### src/rtl/stack_alu_sequencer_if.sv
// Token-stream and ALU-bus signal bundle for the stack ALU sequencer.
//
// Signals
//   tok_valid    token present on tok_kind/tok_data
//   tok_ready    sequencer accepts the token this cycle
//   tok_kind     00 operand, 01 add, 10 mul, 11 end-of-expression
//   tok_data     operand value (meaningful only for tok_kind = 00)
//   alu_opcode   signed opcode: -4 ADD, -3 MUL, -2 PUSH, -1 POP, 0 NOP
//   alu_in       value presented with PUSH
//   alu_out      ALU result
//   alu_overflow ALU overflow flag
//
// Modports
//   master  the sequencer: accepts tokens and drives the ALU opcode bus
//   slave   the environment: produces tokens and models the ALU
interface stack_alu_if #(
    parameter int N = 4
);
    logic                tok_valid;
    logic                tok_ready;
    logic [1:0]          tok_kind;
    logic [N-1:0]        tok_data;
    logic signed [2:0]   alu_opcode;
    logic [N-1:0]        alu_in;
    logic [N-1:0]        alu_out;
    logic                alu_overflow;

    modport master (
        input  tok_valid,
        input  tok_kind,
        input  tok_data,
        output tok_ready,
        output alu_opcode,
        output alu_in,
        input  alu_out,
        input  alu_overflow
    );

    modport slave (
        output tok_valid,
        output tok_kind,
        output tok_data,
        input  tok_ready,
        input  alu_opcode,
        input  alu_in,
        output alu_out,
        output alu_overflow
    );
endinterface

### src/rtl/stack_alu_sequencer.sv
// Initiator-side driver for a stack-based ALU.
//
// Consumes a postfix (RPN) token stream and turns it into a sequence of
// PUSH / ADD / MUL / POP opcodes for the ALU. For an operator it issues the
// operation, samples the ALU result ALU_LAT cycles later, pops both operands
// and pushes the result back. An end token pops the final value and reports
// it with a one-cycle result_valid pulse.
//
// Ports
//   clk           rising-edge clock
//   rst           synchronous, active-high reset
//   bus           stack_alu_if.master: token handshake and ALU opcode bus
//   result        final value of the last completed expression
//   result_valid  one-cycle pulse when result is updated
//   ovf_sticky    an ADD/MUL of the current expression overflowed
//   err_underflow operator at depth<2, or operand pushed at depth=DEPTH
//   err_depth     end-of-expression with depth != 1
//
// Parameters
//   N        operand/result width (must match the ALU)
//   DEPTH    ALU stack capacity in entries
//   ALU_LAT  cycles from opcode issue until alu_out/alu_overflow are valid (>= 1)
module stack_alu_sequencer #(
    parameter int N       = 4,
    parameter int DEPTH   = 512,
    parameter int ALU_LAT = 3
) (
    input  logic         clk,
    input  logic         rst,
    stack_alu_if.master  bus,
    output logic [N-1:0] result,
    output logic         result_valid,
    output logic         ovf_sticky,
    output logic         err_underflow,
    output logic         err_depth
);

    localparam int DW = $clog2(DEPTH + 1);
    localparam int CW = (ALU_LAT > 1) ? $clog2(ALU_LAT) : 1;

    // Every issue state lasts ALU_LAT cycles: the issue cycle (wcnt == WLOAD)
    // followed by ALU_LAT-1 wait cycles. The next issue, or the sample of
    // alu_out in a *_WAIT state, therefore lands exactly ALU_LAT cycles later.
    localparam logic [CW-1:0] WLOAD = CW'(ALU_LAT - 1);

    localparam logic signed [2:0] OP_ADD  = 3'sb100;
    localparam logic signed [2:0] OP_MUL  = 3'sb101;
    localparam logic signed [2:0] OP_PUSH = 3'sb110;
    localparam logic signed [2:0] OP_POP  = 3'sb111;
    localparam logic signed [2:0] OP_NOP  = 3'sb000;

    localparam logic [1:0] K_OPND = 2'b00;
    localparam logic [1:0] K_ADD  = 2'b01;
    localparam logic [1:0] K_MUL  = 2'b10;
    localparam logic [1:0] K_END  = 2'b11;

    typedef enum logic [3:0] {
        IDLE,
        PUSH,
        OP,
        OP_WAIT,
        POPA,
        POPB,
        PUSHR,
        FPOP,
        FPOP_WAIT,
        DONE,
        ERR
    } state_t;

    // Control state (reset)
    state_t         state, state_n;
    logic [CW-1:0]  wcnt, wcnt_n;
    logic [DW-1:0]  depth, depth_n;
    logic [N-1:0]   result_n;
    logic           ovf_n;
    logic           eu_n, ed_n;
    logic           clr_ovf, clr_ovf_n;

    // Data holding (no reset): operand to push, or the captured operator result
    logic [N-1:0]   data_q, data_n;
    logic           is_mul, is_mul_n;

    logic           accept;
    logic           issue;
    logic           wait_done;

    assign bus.tok_ready = (state == IDLE);
    assign accept        = bus.tok_valid && (state == IDLE);
    assign issue         = (wcnt == WLOAD);
    assign wait_done     = (wcnt == '0);
    assign result_valid  = (state == DONE);

    // Next-state and register-update logic
    always_comb begin
        state_n   = state;
        wcnt_n    = wcnt;
        depth_n   = depth;
        result_n  = result;
        ovf_n     = ovf_sticky;
        eu_n      = err_underflow;
        ed_n      = err_depth;
        clr_ovf_n = clr_ovf;
        data_n    = data_q;
        is_mul_n  = is_mul;

        unique case (state)
            IDLE: begin
                if (accept) begin
                    // First token after a completed expression starts a new one.
                    if (clr_ovf) begin
                        ovf_n     = 1'b0;
                        clr_ovf_n = 1'b0;
                    end
                    unique case (bus.tok_kind)
                        K_OPND: begin
                            if (depth == DW'(DEPTH)) begin
                                state_n = ERR;
                                eu_n    = 1'b1;
                            end else begin
                                state_n = PUSH;
                                data_n  = bus.tok_data;
                                wcnt_n  = WLOAD;
                            end
                        end
                        K_ADD, K_MUL: begin
                            if (depth < DW'(2)) begin
                                state_n = ERR;
                                eu_n    = 1'b1;
                            end else begin
                                state_n  = OP;
                                is_mul_n = (bus.tok_kind == K_MUL);
                                wcnt_n   = WLOAD;
                            end
                        end
                        K_END: begin
                            if (depth != DW'(1)) begin
                                state_n = ERR;
                                ed_n    = 1'b1;
                            end else begin
                                state_n = FPOP;
                                wcnt_n  = WLOAD;
                            end
                        end
                        default: ;
                    endcase
                end
            end

            PUSH: begin
                if (wait_done) begin
                    depth_n = depth + 1'b1;
                    state_n = IDLE;
                end else begin
                    wcnt_n = wcnt - 1'b1;
                end
            end

            OP: begin
                if (wait_done) begin
                    state_n = OP_WAIT;
                end else begin
                    wcnt_n = wcnt - 1'b1;
                end
            end

            OP_WAIT: begin
                data_n  = bus.alu_out;
                ovf_n   = ovf_sticky | bus.alu_overflow;
                state_n = POPA;
                wcnt_n  = WLOAD;
            end

            POPA: begin
                if (wait_done) begin
                    depth_n = depth - 1'b1;
                    state_n = POPB;
                    wcnt_n  = WLOAD;
                end else begin
                    wcnt_n = wcnt - 1'b1;
                end
            end

            POPB: begin
                if (wait_done) begin
                    depth_n = depth - 1'b1;
                    state_n = PUSHR;
                    wcnt_n  = WLOAD;
                end else begin
                    wcnt_n = wcnt - 1'b1;
                end
            end

            PUSHR: begin
                if (wait_done) begin
                    depth_n = depth + 1'b1;
                    state_n = IDLE;
                end else begin
                    wcnt_n = wcnt - 1'b1;
                end
            end

            FPOP: begin
                if (wait_done) begin
                    state_n = FPOP_WAIT;
                end else begin
                    wcnt_n = wcnt - 1'b1;
                end
            end

            FPOP_WAIT: begin
                result_n = bus.alu_out;
                depth_n  = '0;
                state_n  = DONE;
            end

            DONE: begin
                // ovf_sticky stays visible until the next expression begins.
                clr_ovf_n = 1'b1;
                state_n   = IDLE;
            end

            ERR: begin
                state_n = ERR;
            end

            default: begin
                state_n = IDLE;
            end
        endcase
    end

    // Opcode bus: each opcode is driven only on the first cycle of its state.
    always_comb begin
        bus.alu_opcode = OP_NOP;
        bus.alu_in     = '0;
        if (issue) begin
            unique case (state)
                PUSH, PUSHR: begin
                    bus.alu_opcode = OP_PUSH;
                    bus.alu_in     = data_q;
                end
                OP:               bus.alu_opcode = is_mul ? OP_MUL : OP_ADD;
                POPA, POPB, FPOP: bus.alu_opcode = OP_POP;
                default:          bus.alu_opcode = OP_NOP;
            endcase
        end
    end

    // Control registers
    always_ff @(posedge clk) begin
        if (rst) begin
            state         <= IDLE;
            wcnt          <= '0;
            depth         <= '0;
            result        <= '0;
            ovf_sticky    <= 1'b0;
            err_underflow <= 1'b0;
            err_depth     <= 1'b0;
            clr_ovf       <= 1'b0;
        end else begin
            state         <= state_n;
            wcnt          <= wcnt_n;
            depth         <= depth_n;
            result        <= result_n;
            ovf_sticky    <= ovf_n;
            err_underflow <= eu_n;
            err_depth     <= ed_n;
            clr_ovf       <= clr_ovf_n;
        end
    end

    // Data registers
    always_ff @(posedge clk) begin
        data_q <= data_n;
        is_mul <= is_mul_n;
    end

endmodule

### src/flat_wrapper.sv
// flat-port wrapper written by rule: the top's interface ports become plain ports
module stack_alu_sequencer_flat 
#(
    parameter int N       = 4,
    parameter int DEPTH   = 512,
    parameter int ALU_LAT = 3
)
  (clk, rst, result, result_valid, ovf_sticky, err_underflow, err_depth, bus_tok_valid, bus_tok_kind, bus_tok_data, bus_tok_ready, bus_alu_opcode, bus_alu_in, bus_alu_out, bus_alu_overflow);
  stack_alu_if #(.N(N)) bus_i ();
  input  logic clk;
  input  logic rst;
  output logic [N-1:0] result;
  output logic result_valid;
  output logic ovf_sticky;
  output logic err_underflow;
  output logic err_depth;
  input wire logic [$bits(bus_i.tok_valid)-1:0] bus_tok_valid;
  input wire logic [$bits(bus_i.tok_kind)-1:0] bus_tok_kind;
  input wire logic [$bits(bus_i.tok_data)-1:0] bus_tok_data;
  output wire logic [$bits(bus_i.tok_ready)-1:0] bus_tok_ready;
  output wire logic [$bits(bus_i.alu_opcode)-1:0] bus_alu_opcode;
  output wire logic [$bits(bus_i.alu_in)-1:0] bus_alu_in;
  input wire logic [$bits(bus_i.alu_out)-1:0] bus_alu_out;
  input wire logic [$bits(bus_i.alu_overflow)-1:0] bus_alu_overflow;
  assign bus_i.tok_valid = bus_tok_valid;
  assign bus_i.tok_kind = bus_tok_kind;
  assign bus_i.tok_data = bus_tok_data;
  assign bus_tok_ready = bus_i.tok_ready;
  assign bus_alu_opcode = bus_i.alu_opcode;
  assign bus_alu_in = bus_i.alu_in;
  assign bus_i.alu_out = bus_alu_out;
  assign bus_i.alu_overflow = bus_alu_overflow;
  stack_alu_sequencer #(.N(N), .DEPTH(DEPTH), .ALU_LAT(ALU_LAT)) u_core (.clk(clk), .rst(rst), .bus(bus_i), .result(result), .result_valid(result_valid), .ovf_sticky(ovf_sticky), .err_underflow(err_underflow), .err_depth(err_depth));
endmodule
### config.mk
export PLATFORM = sky130hd
export DESIGN_NAME = stack_alu_sequencer_flat
export DESIGN_NICKNAME = d
export VERILOG_FILES = /design/src/rtl/stack_alu_sequencer_if.sv /design/src/rtl/stack_alu_sequencer.sv /design/src/flat_wrapper.sv
export SDC_FILE = /design/constraint.sdc
export NUM_CORES = 1
export LEC_CHECK = 0
export CAP_MARGIN = 30
export CORE_ASPECT_RATIO = 1.5
export CORE_MARGIN = 4
export CORE_UTILIZATION = 59
export DETAILED_ROUTE_END_ITERATION = 12
export PLACE_DENSITY = 0.95
export SYNTH_ARGS = -nofsm -noshare
export SYNTH_HDL_FRONTEND = slang
export SYNTH_SLANG_ARGS = --single-unit
### constraint.sdc
create_clock -name clk -period 4.4 [get_ports clk]
set_input_delay 0.88 -clock clk [delete_from_list [all_inputs] [get_ports clk]]
set_output_delay 0.88 -clock clk [all_outputs]
set_load 0.1 [all_outputs]
# After elaboration in Yosys (flattened, before gate mapping)
# Cells that the tools add are included.
# W data, S select, Z words.
dict set report word_totals {
  ff_bits 29
  elab_cells 110
}
dict set report classes {
  n_bitwise 2
  addsub 3
  n_eq_ne 32
  order_cmp 1
  muxes 39
  reduce_logical 23
}
# op n
set ops {}
lappend ops {{$mux W4} 14}
lappend ops {{$pmux W4 S9} 1}
lappend ops {{$pmux W10 S3} 1}
lappend ops {{$ne A2 B1 Y1 const B} 11}
lappend ops {{$mux W10} 2}
lappend ops {{$eq A4 B3 Y1 const B} 4}
lappend ops {{$eq A4 B4 Y1 const B} 3}
lappend ops {{$mux W2} 6}
lappend ops {{$pmux W4 S3} 1}
lappend ops {{$reduce_and A4 Y1} 3}
lappend ops {{$reduce_and A6 Y1} 2}
lappend ops {{$add A10 B1 Y10 const B} 1}
lappend ops {{$eq A10 B10 Y1 const B} 1}
lappend ops {{$lt A10 B2 Y1 const B} 1}
lappend ops {{$ne A10 B1 Y1 const B} 1}
lappend ops {{$sub A10 B1 Y10 const B} 1}
lappend ops {{$ne A3 B3 Y1 const B} 3}
lappend ops {{$pmux W3 S3} 1}
lappend ops {{$eq A4 B2 Y1 const B} 2}
lappend ops {{$pmux W2 S4} 1}
lappend ops {{$pmux W4 S2} 1}
lappend ops {{$eq A2 B2 Y1 const B} 3}
lappend ops {{$mux W1} 6}
lappend ops {{$pmux W1 S2} 3}
lappend ops {{20 further kinds} 27}

# Logic depth before layout (Yosys ltp)
dict set report logic_depth {
  ltp_word 5
  depth_mapped 8
  ltp_nobuf 7
}

# Least setup slack after synthesis
# OpenSTA, ideal clock, no wires.
dict set report synth_path {
  path_type {register to output}
  start {register u_core.state[0]}
  end {output port bus_alu_opcode[2]}
  required_time_ps 3520
  arrival_time_ps 2374
  n_path_buf 1
  setup_slack_ps 1146
  stages_incl_launch_ff 5
  path_cell_list {dfxtp_1 -> buf_2 -> nor2b_1 -> nor2_1 -> a21oi_1}
}
dict set report synth_via {
  elab_chain_len 4
}
# item line
set synth_lines {}
lappend synth_lines {{start: declaration} stack_alu_sequencer.sv:72} ;# state_t state, state_n;
lappend synth_lines {{start signal: assignment} stack_alu_sequencer.sv:262} ;# state <= state_n;
lappend synth_lines {{$eq A4 B3 Y1 / $eq A4 B1 Y1 (equally long branches)} stack_alu_sequencer.sv:238} ;# unique case (state)
lappend synth_lines {{$reduce_or A3 Y1 / $reduce_or A2 Y1 (equally long branches)} -}
lappend synth_lines {{$pmux W3 S3 *} stack_alu_sequencer.sv:238}
lappend synth_lines {{$mux W3 *} stack_alu_sequencer.sv:237} ;# if (issue) begin
lappend synth_lines {{end: declaration} flat_wrapper.sv:21} ;# output wire logic [$bits(bus_i.alu_opcode)-1:0] bus_alu_opcode;
# Every way passes the cells marked *; elsewhere a longest branch is shown, timed or not.

# Worst setup path in the final report
dict set report layout_path {
  start {register u_core.state[1]}
  end {output port bus_alu_opcode[0]}
}
# Same word-level chain as after synthesis.

==> flow_metrics.tcl <==
set metrics [dict create \
    cp-start-kind "register" \
    startpoint "u_core.state[1]" \
    num_rows 26 \
    rsz0062_at_grt "no" \
    ir_drop_uv 772 \
    syn_nets 297 \
    grt_max_degree 24 \
    h-tree-depth 2 \
    synth-main-ff-cell "dfxtp_1" \
    drc 0 \
    via_per_inst 6.63 \
    p_per_area_mw_per_mm2 843 \
    die_h_um 82.6 \
    netlist_instances 274 \
    relSlewSlack_pct 33.6 \
    synth_edf_count 5 \
    cp.arrival_ns 2.88 \
    wire_per_inst_um 17.2 \
    numCtsBuffers 5 \
    crit_path_end "bus_alu_opcode[0]" \
    synth_compound_area_share_pct 25.3 \
    first_pass_iters 5 \
    fin_skew_ns 0.00371 \
    core_area_mm2 0.00348 \
    antenna_found_initial 0 \
    timing.setup.tns_ns 0 \
    drt_iter0_markers 153 \
    r2r_end "u_core.data_q[2]" \
    cts.path.max_buffers 2 \
    grt_pass1_vias 2003 \
    muxShareOfSynthArea_pct 3.95 \
    holdBufCountCts 0 \
    portBuffers 29 \
    hold_path_class "register to register" \
    path_class "register to primary output" \
    min_period_ns 3.76 \
    hold_violations 0 \
    gp_congestion 0.933 \
    slew_violations 0 \
    syn_to_final_growth_pct 15.4 \
    critPathMaxFanout 23 \
    power.leakage_nw 0.967 \
    diodes 0 \
    setup_viol 0 \
    insertion_delay_ns 0.28 \
    ioPinCount 30 \
    synth_top_family_by_area "simple AND/OR/NAND/NOR gates" \
    synth-seq-area-share_pct 28.8 \
    routed_wl_um 5720 \
    fin_util_pct 72.5 \
    post-route-period-util_pct 85.4 \
    timing.fmax_ghz 0.266 \
    final_antenna_net_count 0 \
    grt_overflow 0 \
    grt_pass1_wl_um 9470 \
    post_cts.repair.setup_buffers 0 \
    ys_types 58 \
    syn-cell-area_mm2 0.00219 \
    cts_tree "done" \
    clkTransAtPathRegs_ns 0.06 \
    max_cap_viol_count 0 \
    synthAdderAreaFrac_pct 5.60 \
    synth_xor_area_share_pct 1.60 \
    vias 2201 \
    root_buffer "clkbuf_8" \
    status "complete, no violations" \
    synth-async-reset-ratio_pct 0 \
    die_x_um 57.7 \
    r2r_slack_ns 1.88 \
    r2r_start "u_core.depth[0]" \
    grt_usage_pct 25.6 \
    postCtsResizedCells 0 \
    yosys_warnings 0 \
    yosys.area_share.simple_pct 28.0 \
    start_util_pct 62.9 \
    reg2regPathDepth 6 \
    crit_path_end_kind "primary output" \
    ys_seq_elements 29 \
    crit_required_ns 3.52 \
    drive_above_1_share_pct 11.0 \
    nets 312 \
    die_area_mm2 0.00477 \
    avgSynthCellArea_um2 7.99 \
    hpwl_um 4140 \
    cts.sinks 29 \
    tightest_slew_ns 0.993 \
]
worst max-delay path, stage by stage, from the launching register on:
cell	delay (ns)
dfxtp_1	0.86
nor2b_1	0.51
nor2_1	0.08
a21oi_1	0.13
nor2_1	0.05
clkdlybuf4s50_1	0.96
sequential cells by signal, summed over array words and instances (netlist names):
signal                count
u_core.state              4
u_core.err_depth          1
u_core.data_q             4
u_core.wcnt               2
u_core.err_underflow      1
u_core.result             4
u_core.depth             10
u_core.clr_ovf            1
u_core.ovf_sticky         1
u_core.is_mul             1
cell type report:
cell class	count	area (um^2)
timing repair buffer	30	278
multi-input combinational	210	1410
tap	42	52.6
sequential	29	631
clock inverter	2	33.8
clock buffer	6	72.6
inverter	13	48.8
fill	259	956
kinds of logic after synthesis:
logic type / after synthesis
AOI/OAI and AO/OA: 81
xor gates and xnor gates: 4
adders and majority gates: 10
buffers and inverters: 35
DFF: 29
muxes: 8
and+or+nand+nor: 107
how the worst min path moves through the flow:
stage	end	depth (start not counted)	slack [ns]	startpoint
after global routing	u_core.result[2]	2	0.49	u_core.result[2]
after CTS	u_core.result[3]	2	0.46	u_core.result[3]
after detailed placement	u_core.result[3]	2	0.45	u_core.result[3]
after floorplan	u_core.clr_ovf	2	0.46	u_core.clr_ovf
after global placement	u_core.result[3]	2	0.44	u_core.result[3]
final	u_core.result[3]	2	0.45	u_core.result[3]
layer usage:
metal  vias up  track usage (%)  routed length (um)  part of all wire [%]
li1       1048                -                   -                     -
met1      1031             29.1                2270                    40
met2       104             44.1                2890                    50
met3        18             6.22                 392                   6.8
met4         0             13.2                 173                   3.0
met5         -                0                   0                     0
cells in the mapped netlist (all sizes together) (2+ instances only):
master / n / area share [%]
xnor2: 4 / 1.6
buf: 11 / 2.7
a22o: 4 / 1.6
nor4: 5 / 2.1
nor4b: 3 / 2.2
o21ai: 12 / 2.7
and2: 2 / 0.57
nand2b: 2 / 0.57
o22ai: 6 / 1.7
inv: 12 / 2.1
a31oi: 4 / 1.1
a21boi: 2 / 0.69
or3: 7 / 2.2
nor2: 17 / 2.9
mux2i: 3 / 1.4
nor2b: 7 / 2.0
dfxtp: 24 / 22
ha: 9 / 5.1
nand3: 12 / 2.7
nor3: 10 / 2.5
and3: 8 / 2.3
nand2: 22 / 3.8
a211oi: 7 / 2.6
a22oi: 2 / 0.69
nand4: 5 / 1.4
o31a: 2 / 0.80
or4: 3 / 1.0
o211ai: 3 / 1.5
a32o: 2 / 0.91
edfxtp: 5 / 6.9
a32oi: 2 / 0.80
clkbuf: 11 / 1.9
a21oi: 28 / 6.6
mux2: 5 / 2.6
o31ai: 2 / 1.5
placed cells by master, fill, tap and decap left out, drive strengths merged, types with 2 or more instances in the layout:
cell           instances
o21ai                 12
nand4                  5
nor3                  10
a21oi                 28
dfxtp                 24
a32oi                  2
clkdlybuf4s50         21
a22oi                  2
o211ai                 3
a21boi                 2
mux2i                  3
o31a                   2
and3                   8
ha                     9
a211oi                 7
a32o                   2
nand3                 12
clkbuf                 6
nor2                  17
xnor2                  4
nor4b                  3
o31ai                  2
buf                    9
nor2b                  7
nor4                   5
a31oi                  4
nand2                 22
a22o                   4
or3                    7
mux2                   5
edfxtp                 5
o22ai                  6
clkinv                 2
or4                    3
and2                   2
nand2b                 2
inv                   12
per-stage QoR:
step / hold slack [ns] / std cells / setup slack [ns] / power (mW) / instance area (um^2)
6_report: 0.452 / 332 / 0.640 / 2.13 / 2520
5_1_grt: 0.490 / 332 / 0.474 / 2.28 / 2520
4_1_cts: 0.456 / 332 / 0.645 / 2.11 / 2520
3_5_place_dp: 0.448 / 324 / 0.969 / 1.84 / 2420
3_3_place_gp: 0.442 / 324 / 1.02 / 1.80 / 2420
2_1_floorplan: 0.457 / 274 / 1.15 / 1.58 / 2190
where the power goes:
group	switching [mW]	leakage, nW	internal [mW]
logic	0.856	0.673	0.492
clock network	0.0987	0.0528	0.167
registers	0.158	0.242	0.357
total	1.11	0.967	1.02
No activity file was read; power rests on OpenSTA's default activity.
